$ cat src/rtl/hazard_if.sv
// Hazard interface between the RV32I datapath and its pipeline control block.
// The datapath (master) exports register indices and control bits and receives stall/flush/forward selects.
interface hazard_if #(
    parameter int CNT_WIDTH = 32
);
    logic [4:0]           Rs1D;
    logic [4:0]           Rs2D;
    logic [4:0]           Rs1E;
    logic [4:0]           Rs2E;
    logic [4:0]           RdE;
    logic [4:0]           RdM;
    logic [4:0]           RdW;
    logic                 ResultSrcE_zero;
    logic                 RegWriteM;
    logic                 RegWriteW;
    logic                 PCSrcE;
    logic                 halt_req;
    logic                 cnt_clr;

    logic                 StallF;
    logic                 StallD;
    logic                 FlushD;
    logic                 FlushE;
    logic [1:0]           ForwardAE;
    logic [1:0]           ForwardBE;
    logic                 halt_ack;
    logic [CNT_WIDTH-1:0] lu_stall_cnt;
    logic [CNT_WIDTH-1:0] flush_cnt;
    logic [CNT_WIDTH-1:0] halt_cyc_cnt;

    modport master (
        output Rs1D, Rs2D, Rs1E, Rs2E, RdE, RdM, RdW,
        output ResultSrcE_zero, RegWriteM, RegWriteW, PCSrcE, halt_req, cnt_clr,
        input  StallF, StallD, FlushD, FlushE, ForwardAE, ForwardBE,
        input  halt_ack, lu_stall_cnt, flush_cnt, halt_cyc_cnt
    );

    modport slave (
        input  Rs1D, Rs2D, Rs1E, Rs2E, RdE, RdM, RdW,
        input  ResultSrcE_zero, RegWriteM, RegWriteW, PCSrcE, halt_req, cnt_clr,
        output StallF, StallD, FlushD, FlushE, ForwardAE, ForwardBE,
        output halt_ack, lu_stall_cnt, flush_cnt, halt_cyc_cnt
    );
endinterface

$ cat src/rtl/hazard_unit.sv
// Pipeline control for the 5-stage RV32I core: forwarding, load-use stall, branch flush,
// a debug-halt controller that drains the back end, and saturating event counters.
module hazard_unit #(
    parameter int CNT_WIDTH    = 32,
    parameter int DRAIN_CYCLES = 3
) (
    input  logic     clk,
    input  logic     reset,
    hazard_if.slave  hz
);
    localparam int DW = (DRAIN_CYCLES + 1 > 2) ? $clog2(DRAIN_CYCLES + 1) : 1;
    localparam logic [DW-1:0] DRAIN_LAST = DW'(DRAIN_CYCLES - 1);

    typedef enum logic [1:0] {
        RUN    = 2'd0,
        DRAIN  = 2'd1,
        HALTED = 2'd2
    } state_t;

    state_t        state;
    state_t        state_next;
    logic [DW-1:0] drain_cnt;
    logic [DW-1:0] drain_next;

    logic                 lw_stall;
    logic                 run_mode;
    logic                 stall_f;
    logic                 stall_d;
    logic                 flush_d;
    logic                 flush_e;
    logic [CNT_WIDTH-1:0] lu_stall_cnt;
    logic [CNT_WIDTH-1:0] flush_cnt;
    logic [CNT_WIDTH-1:0] halt_cyc_cnt;

    function automatic logic [1:0] fwd_sel(
        input logic [4:0] rs,
        input logic       reg_write_m,
        input logic [4:0] rd_m,
        input logic       reg_write_w,
        input logic [4:0] rd_w
    );
        logic [1:0] sel;
        sel = 2'b00;
        if (reg_write_m && (rd_m == rs) && (rs != 5'd0)) begin
            sel = 2'b10;
        end else if (reg_write_w && (rd_w == rs) && (rs != 5'd0)) begin
            sel = 2'b01;
        end
        return sel;
    endfunction

    function automatic logic [CNT_WIDTH-1:0] sat_inc(input logic [CNT_WIDTH-1:0] v);
        return (&v) ? v : v + CNT_WIDTH'(1);
    endfunction

    assign hz.ForwardAE = fwd_sel(hz.Rs1E, hz.RegWriteM, hz.RdM, hz.RegWriteW, hz.RdW);
    assign hz.ForwardBE = fwd_sel(hz.Rs2E, hz.RegWriteM, hz.RdM, hz.RegWriteW, hz.RdW);

    // No x0 exclusion here: the datapath's load-use check compares raw indices.
    assign lw_stall = hz.ResultSrcE_zero && ((hz.Rs1D == hz.RdE) || (hz.Rs2D == hz.RdE));
    assign run_mode = reset || (state == RUN);

    always_ff @(posedge clk) begin
        if (reset) begin
            state     <= RUN;
            drain_cnt <= '0;
        end else begin
            state     <= state_next;
            drain_cnt <= drain_next;
        end
    end

    always_comb begin
        state_next = state;
        drain_next = drain_cnt;
        unique case (state)
            RUN: begin
                if (hz.halt_req) begin
                    state_next = DRAIN;
                    drain_next = '0;
                end
            end
            DRAIN: begin
                if (!hz.halt_req) begin
                    state_next = RUN;
                end else if (drain_cnt == DRAIN_LAST) begin
                    state_next = HALTED;
                end else begin
                    drain_next = drain_cnt + DW'(1);
                end
            end
            HALTED: begin
                if (!hz.halt_req) begin
                    state_next = RUN;
                end
            end
            default: begin
                state_next = RUN;
                drain_next = '0;
            end
        endcase
    end

    // While draining or halted, ID is held and EX receives bubbles, but a redirect still wins.
    always_comb begin
        stall_f = lw_stall;
        stall_d = lw_stall;
        flush_d = hz.PCSrcE;
        flush_e = lw_stall || hz.PCSrcE;
        if (!run_mode) begin
            stall_f = !hz.PCSrcE;
            stall_d = 1'b1;
            flush_e = 1'b1;
        end
    end

    assign hz.StallF   = stall_f;
    assign hz.StallD   = stall_d;
    assign hz.FlushD   = flush_d;
    assign hz.FlushE   = flush_e;
    assign hz.halt_ack = (state == HALTED);

    always_ff @(posedge clk) begin
        if (reset || hz.cnt_clr) begin
            lu_stall_cnt <= '0;
            flush_cnt    <= '0;
            halt_cyc_cnt <= '0;
        end else begin
            if ((state == RUN) && lw_stall) begin
                lu_stall_cnt <= sat_inc(lu_stall_cnt);
            end
            if (hz.PCSrcE) begin
                flush_cnt <= sat_inc(flush_cnt);
            end
            if (state == HALTED) begin
                halt_cyc_cnt <= sat_inc(halt_cyc_cnt);
            end
        end
    end

    assign hz.lu_stall_cnt = lu_stall_cnt;
    assign hz.flush_cnt    = flush_cnt;
    assign hz.halt_cyc_cnt = halt_cyc_cnt;
endmodule

$ cat src/flat_wrapper.sv
// flat-port wrapper written by rule: the top's interface ports become plain ports
module hazard_unit_flat 
#(
    parameter int CNT_WIDTH    = 32,
    parameter int DRAIN_CYCLES = 3
)
  (clk, reset, hz_Rs1D, hz_Rs2D, hz_Rs1E, hz_Rs2E, hz_RdE, hz_RdM, hz_RdW, hz_ResultSrcE_zero, hz_RegWriteM, hz_RegWriteW, hz_PCSrcE, hz_halt_req, hz_cnt_clr, hz_StallF, hz_StallD, hz_FlushD, hz_FlushE, hz_ForwardAE, hz_ForwardBE, hz_halt_ack, hz_lu_stall_cnt, hz_flush_cnt, hz_halt_cyc_cnt);
  hazard_if #(.CNT_WIDTH(CNT_WIDTH)) hz_i ();
  input  logic clk;
  input  logic reset;
  input wire logic [$bits(hz_i.Rs1D)-1:0] hz_Rs1D;
  input wire logic [$bits(hz_i.Rs2D)-1:0] hz_Rs2D;
  input wire logic [$bits(hz_i.Rs1E)-1:0] hz_Rs1E;
  input wire logic [$bits(hz_i.Rs2E)-1:0] hz_Rs2E;
  input wire logic [$bits(hz_i.RdE)-1:0] hz_RdE;
  input wire logic [$bits(hz_i.RdM)-1:0] hz_RdM;
  input wire logic [$bits(hz_i.RdW)-1:0] hz_RdW;
  input wire logic [$bits(hz_i.ResultSrcE_zero)-1:0] hz_ResultSrcE_zero;
  input wire logic [$bits(hz_i.RegWriteM)-1:0] hz_RegWriteM;
  input wire logic [$bits(hz_i.RegWriteW)-1:0] hz_RegWriteW;
  input wire logic [$bits(hz_i.PCSrcE)-1:0] hz_PCSrcE;
  input wire logic [$bits(hz_i.halt_req)-1:0] hz_halt_req;
  input wire logic [$bits(hz_i.cnt_clr)-1:0] hz_cnt_clr;
  output wire logic [$bits(hz_i.StallF)-1:0] hz_StallF;
  output wire logic [$bits(hz_i.StallD)-1:0] hz_StallD;
  output wire logic [$bits(hz_i.FlushD)-1:0] hz_FlushD;
  output wire logic [$bits(hz_i.FlushE)-1:0] hz_FlushE;
  output wire logic [$bits(hz_i.ForwardAE)-1:0] hz_ForwardAE;
  output wire logic [$bits(hz_i.ForwardBE)-1:0] hz_ForwardBE;
  output wire logic [$bits(hz_i.halt_ack)-1:0] hz_halt_ack;
  output wire logic [$bits(hz_i.lu_stall_cnt)-1:0] hz_lu_stall_cnt;
  output wire logic [$bits(hz_i.flush_cnt)-1:0] hz_flush_cnt;
  output wire logic [$bits(hz_i.halt_cyc_cnt)-1:0] hz_halt_cyc_cnt;
  assign hz_i.Rs1D = hz_Rs1D;
  assign hz_i.Rs2D = hz_Rs2D;
  assign hz_i.Rs1E = hz_Rs1E;
  assign hz_i.Rs2E = hz_Rs2E;
  assign hz_i.RdE = hz_RdE;
  assign hz_i.RdM = hz_RdM;
  assign hz_i.RdW = hz_RdW;
  assign hz_i.ResultSrcE_zero = hz_ResultSrcE_zero;
  assign hz_i.RegWriteM = hz_RegWriteM;
  assign hz_i.RegWriteW = hz_RegWriteW;
  assign hz_i.PCSrcE = hz_PCSrcE;
  assign hz_i.halt_req = hz_halt_req;
  assign hz_i.cnt_clr = hz_cnt_clr;
  assign hz_StallF = hz_i.StallF;
  assign hz_StallD = hz_i.StallD;
  assign hz_FlushD = hz_i.FlushD;
  assign hz_FlushE = hz_i.FlushE;
  assign hz_ForwardAE = hz_i.ForwardAE;
  assign hz_ForwardBE = hz_i.ForwardBE;
  assign hz_halt_ack = hz_i.halt_ack;
  assign hz_lu_stall_cnt = hz_i.lu_stall_cnt;
  assign hz_flush_cnt = hz_i.flush_cnt;
  assign hz_halt_cyc_cnt = hz_i.halt_cyc_cnt;
  hazard_unit #(.CNT_WIDTH(CNT_WIDTH), .DRAIN_CYCLES(DRAIN_CYCLES)) u_core (.clk(clk), .reset(reset), .hz(hz_i));
endmodule
$ cat config.mk
export PLATFORM = sky130hd
export DESIGN_NAME = hazard_unit_flat
export DESIGN_NICKNAME = d
export VERILOG_FILES = /design/src/rtl/hazard_if.sv /design/src/rtl/hazard_unit.sv /design/src/flat_wrapper.sv
export SDC_FILE = /design/constraint.sdc
export NUM_CORES = 1
export LEC_CHECK = 0
export CAP_MARGIN = 20
export CELL_PAD_IN_SITES_DETAIL_PLACEMENT = 0
export CELL_PAD_IN_SITES_GLOBAL_PLACEMENT = 1
export CORE_MARGIN = 2
export CORE_UTILIZATION = 35
export CTS_CLUSTER_DIAMETER = 150
export DETAILED_ROUTE_END_ITERATION = 6
export GPL_TIMING_DRIVEN = 0
export MAX_ROUTING_LAYER = met4
export PLACE_DENSITY = 0.82
export SYNTH_ARGS = -nofsm -noshare
export SYNTH_HDL_FRONTEND = slang
export SYNTH_SLANG_ARGS = --single-unit
$ cat constraint.sdc
create_clock -name clk -period 3.1 [get_ports clk]
set_input_delay 0.62 -clock clk [delete_from_list [all_inputs] [get_ports clk]]
set_output_delay 0.62 -clock clk [all_outputs]
set_load 0.1 [all_outputs]
==> results.tsv <==
stage	metric	value	unit
clock_tree	cts_tree	yes	
final_layout	nFillCells	1446	
synth	synth_top_family_by_area	simple AND/OR/NAND/NOR gates	
die	placementRows	45	
final_layout	fin_nets	864	
power	swShare	25.4	%
setup_path	critPathArrivalTime	2.41	ns
setup_path	required	2.48	ns
synth	ys.flop_type	dfxtp_1	
drt	wl_met2	8100	um
drt	drt-pass1-iter-count	4	
sta	min_period	3.03	ns
sta	final-hold-violation-count	0	
global_routing	antenna_found_initial	0	
clock_tree	root_buffer	clkbuf_16	
power	p_leak	0.00215	uW
drt	route.met3.wl	824	um
synth	synth_seq_cells	100	
setup_path	reg2reg_depth	8	
synth	synth.area.mux_share	1.29	%
synth	synth_compound_area_share	17.7	%
setup_path	start_kind	input pin	
drt	avgRoutedWirePerCell	17.0	um
setup_path	path_class	in2out	
clock_tree	cts_buffers	9	
setup_path	cp_max_fo	3	
die	dieArea	16500	sq um
hold_path	hold_path_depth	1	
final_layout	fin_area	7440	sq um
placement	port_buffers	147	
clock_tree	cts_setup_buffers	0	
setup_path	critPathLaunch	hz_Rs1E[1]	
power	p_comb_share	9.0	%
final_layout	layout_common_cells	clkdlybuf4s50_1, dfxtp_1, a21oi_1	
clock_tree	clkLatencyLatePin	0.36	ns
clock_tree	cts_resized	29	
final_layout	final_common_cell	clkdlybuf4s50_1	
final_layout	multi_input_area	3300	sq um
power	clkPwrFrac	40.9	%
synth	yosys_warnings	0	
sta	fmax	0.330	GHz
final_layout	final_util	49.1	%
drt	met1_length	7870	um
setup_path	r2r_start	u_core.hz.lu_stall_cnt[0]	
power	power	2570	uW
die	ioPinCount	148	
sta	setup_viol	0	
clock_tree	path_clk_slew	0.07	ns
synth	synth_area_per_cell	8.22	sq um
sta	final.period_utilization	97.9	%
drt	drc	0	
clock_tree	clock_path_buffers	2	
global_routing	grt-ovfl-total	0	
synth	yosysSeqAreaShare	36.9	%
sta	rsz0062_at_grt	false	
die	die_y	128	um
drt	drt-total-wl	17200	um
synth	synthXorXnorAreaFrac	9.21	%
synth	syn-cell-area	5420	sq um
global_routing	grt_usage	21.1	%
clock_tree	htreeDepth	3	
drt	vias_per_cell	5.76	
drt	drt-initial-drc-count	364	
synth	synthAdderAreaFrac	0.923	%
power	p_seq_share	50.1	%
global_routing	grt_max_degree	16	
setup_path	setup.worst_path.end_class	primary output	
synth	yosysUniqueCellTypes	50	
synth	synthSimpleGateAreaFrac	30.6	%
final_layout	areaGrowthSynthToFinish	37.2	%
synth	async_reset_ff_share	0	%
sta	final.setup.tns	0	ns
run	cap_violations	0	
drt	ant_nets	0	
hold_path	min-delay-start	u_core.hz.halt_cyc_cnt[4]	
final_layout	n_antenna_cell	0	
placement	place_area	7180	sq um
synth	syn_inst	659	
die	start_util	35.8	%
sta	worst_pin_slew	1.03	ns
sta	holdWs	0.502	ns
synth	synth_edf_count	0	
sta	slew_viol_final	0	
sta	slew_headroom	31.4	%
global_routing	grt_pass1_vias	5379	
sta	fin_worst_skew	0.0118	ns
die	die_w	128	um
final_layout	drive_above_1_share	5.49	%
global_routing	grt_pass1_wl	27300	um
final_layout	final-seq-area	2000	sq um
power	internal_power	1920	uW
die	core	15100	sq um
placement	place_hpwl	12600	um
run_status	status	complete, no violations	
placement	gp_congestion	0.869	
power	power-per-cell-area	346	nW/um^2
synth	synth_nets	706	
clock_tree	cts.sink_count	100	
power	p_sw	655	uW
hold_path	hold_path.class	reg2reg	
power	vdd_drop_max	0.248	mV
drt	highest_layer	met4	
drt	vias	5808	
clock_tree	hold_buffers	0	
==> worst max-delay path: stages <==
cell and delay, ns:
clkdlybuf4s50_1 0.48, or4_4 0.58, nor2_4 0.16, nor4_4 0.08, nor4_4 0.23, buf_6 0.26
==> through the flow <==
stage	setup slack, ns	std cells
3_5_place_dp	-0.898	994
6_report	0.0666	1008
4_1_cts	0.0210	1008
2_1_floorplan	-0.162	659
3_3_place_gp	-0.862	994
5_1_grt	0.0115	1008
==> sequential cells by signal, indices dropped and copies added, names as in the netlist <==
name,count
u_core.drain_cnt,2
u_core.hz.flush_cnt,32
u_core.hz.halt_cyc_cnt,32
u_core.hz.lu_stall_cnt,32
u_core.state,2
==> logic make-up (layout without fill, tap and decap cells) <==
group,Yosys count,in the layout
compound gates,150,150
xor+xnor,57,57
fa+ha+maj,4,4
buf+inv,47,208
flops,100,100
mux,7,7
simple gates,294,294
==> path summary, 6_finish.rpt <==
check | end | slack, ns
worst min register to register | u_core.hz.halt_cyc_cnt[4] | 0.50
worst max register to register | u_core.hz.lu_stall_cnt[0] | 0.29
worst min-delay path | u_core.hz.halt_cyc_cnt[4] | 0.50
worst max-delay path | hz_ForwardAE[0] | 0.07
==> routing by layer <==
metal / vias to the layer above / global-route usage (%)
met5: - / -
met4: 0 / 8.27
met3: 34 / 3.45
met2: 161 / 33.5
met1: 2775 / 27.0
li1: 2838 / -
==> cell type report <==
class,count,share of cell area [%]
clock buffers,10,3.08
plain buffers,35,1.87
flip-flops and latches,100,26.9
well taps,188,3.16
multi-input cells,512,44.4
inverters,12,0.606
repair buffers,147,19.6
clock inverters,4,0.370
==> power groups by stage <==
stage / clock (uW) / combinational, uW / sequential [uW]
2_1_floorplan: 0 / 118 / 1330
6_report: 1050 / 232 / 1290
4_1_cts: 1080 / 234 / 1290
3_3_place_gp: 0 / 229 / 1320
3_5_place_dp: 0 / 234 / 1320
5_1_grt: 1120 / 249 / 1290
==> synth_stat cells (all sizes together), types with 17 or more instances <==
master    n  share of area (%)
or4      33                4.6
a21oi    57                5.3
nand4    37                4.4
nand2    48                3.3
dfxtp   100                 37
nor4     17                2.2
nor2     46                3.2
xnor2    45                7.3
or3      29                3.3
clkbuf   32                2.2
o21ai    22                2.0
o31ai    32                4.4
nand3    34                3.1
No activity file was read; power rests on OpenSTA's default activity.
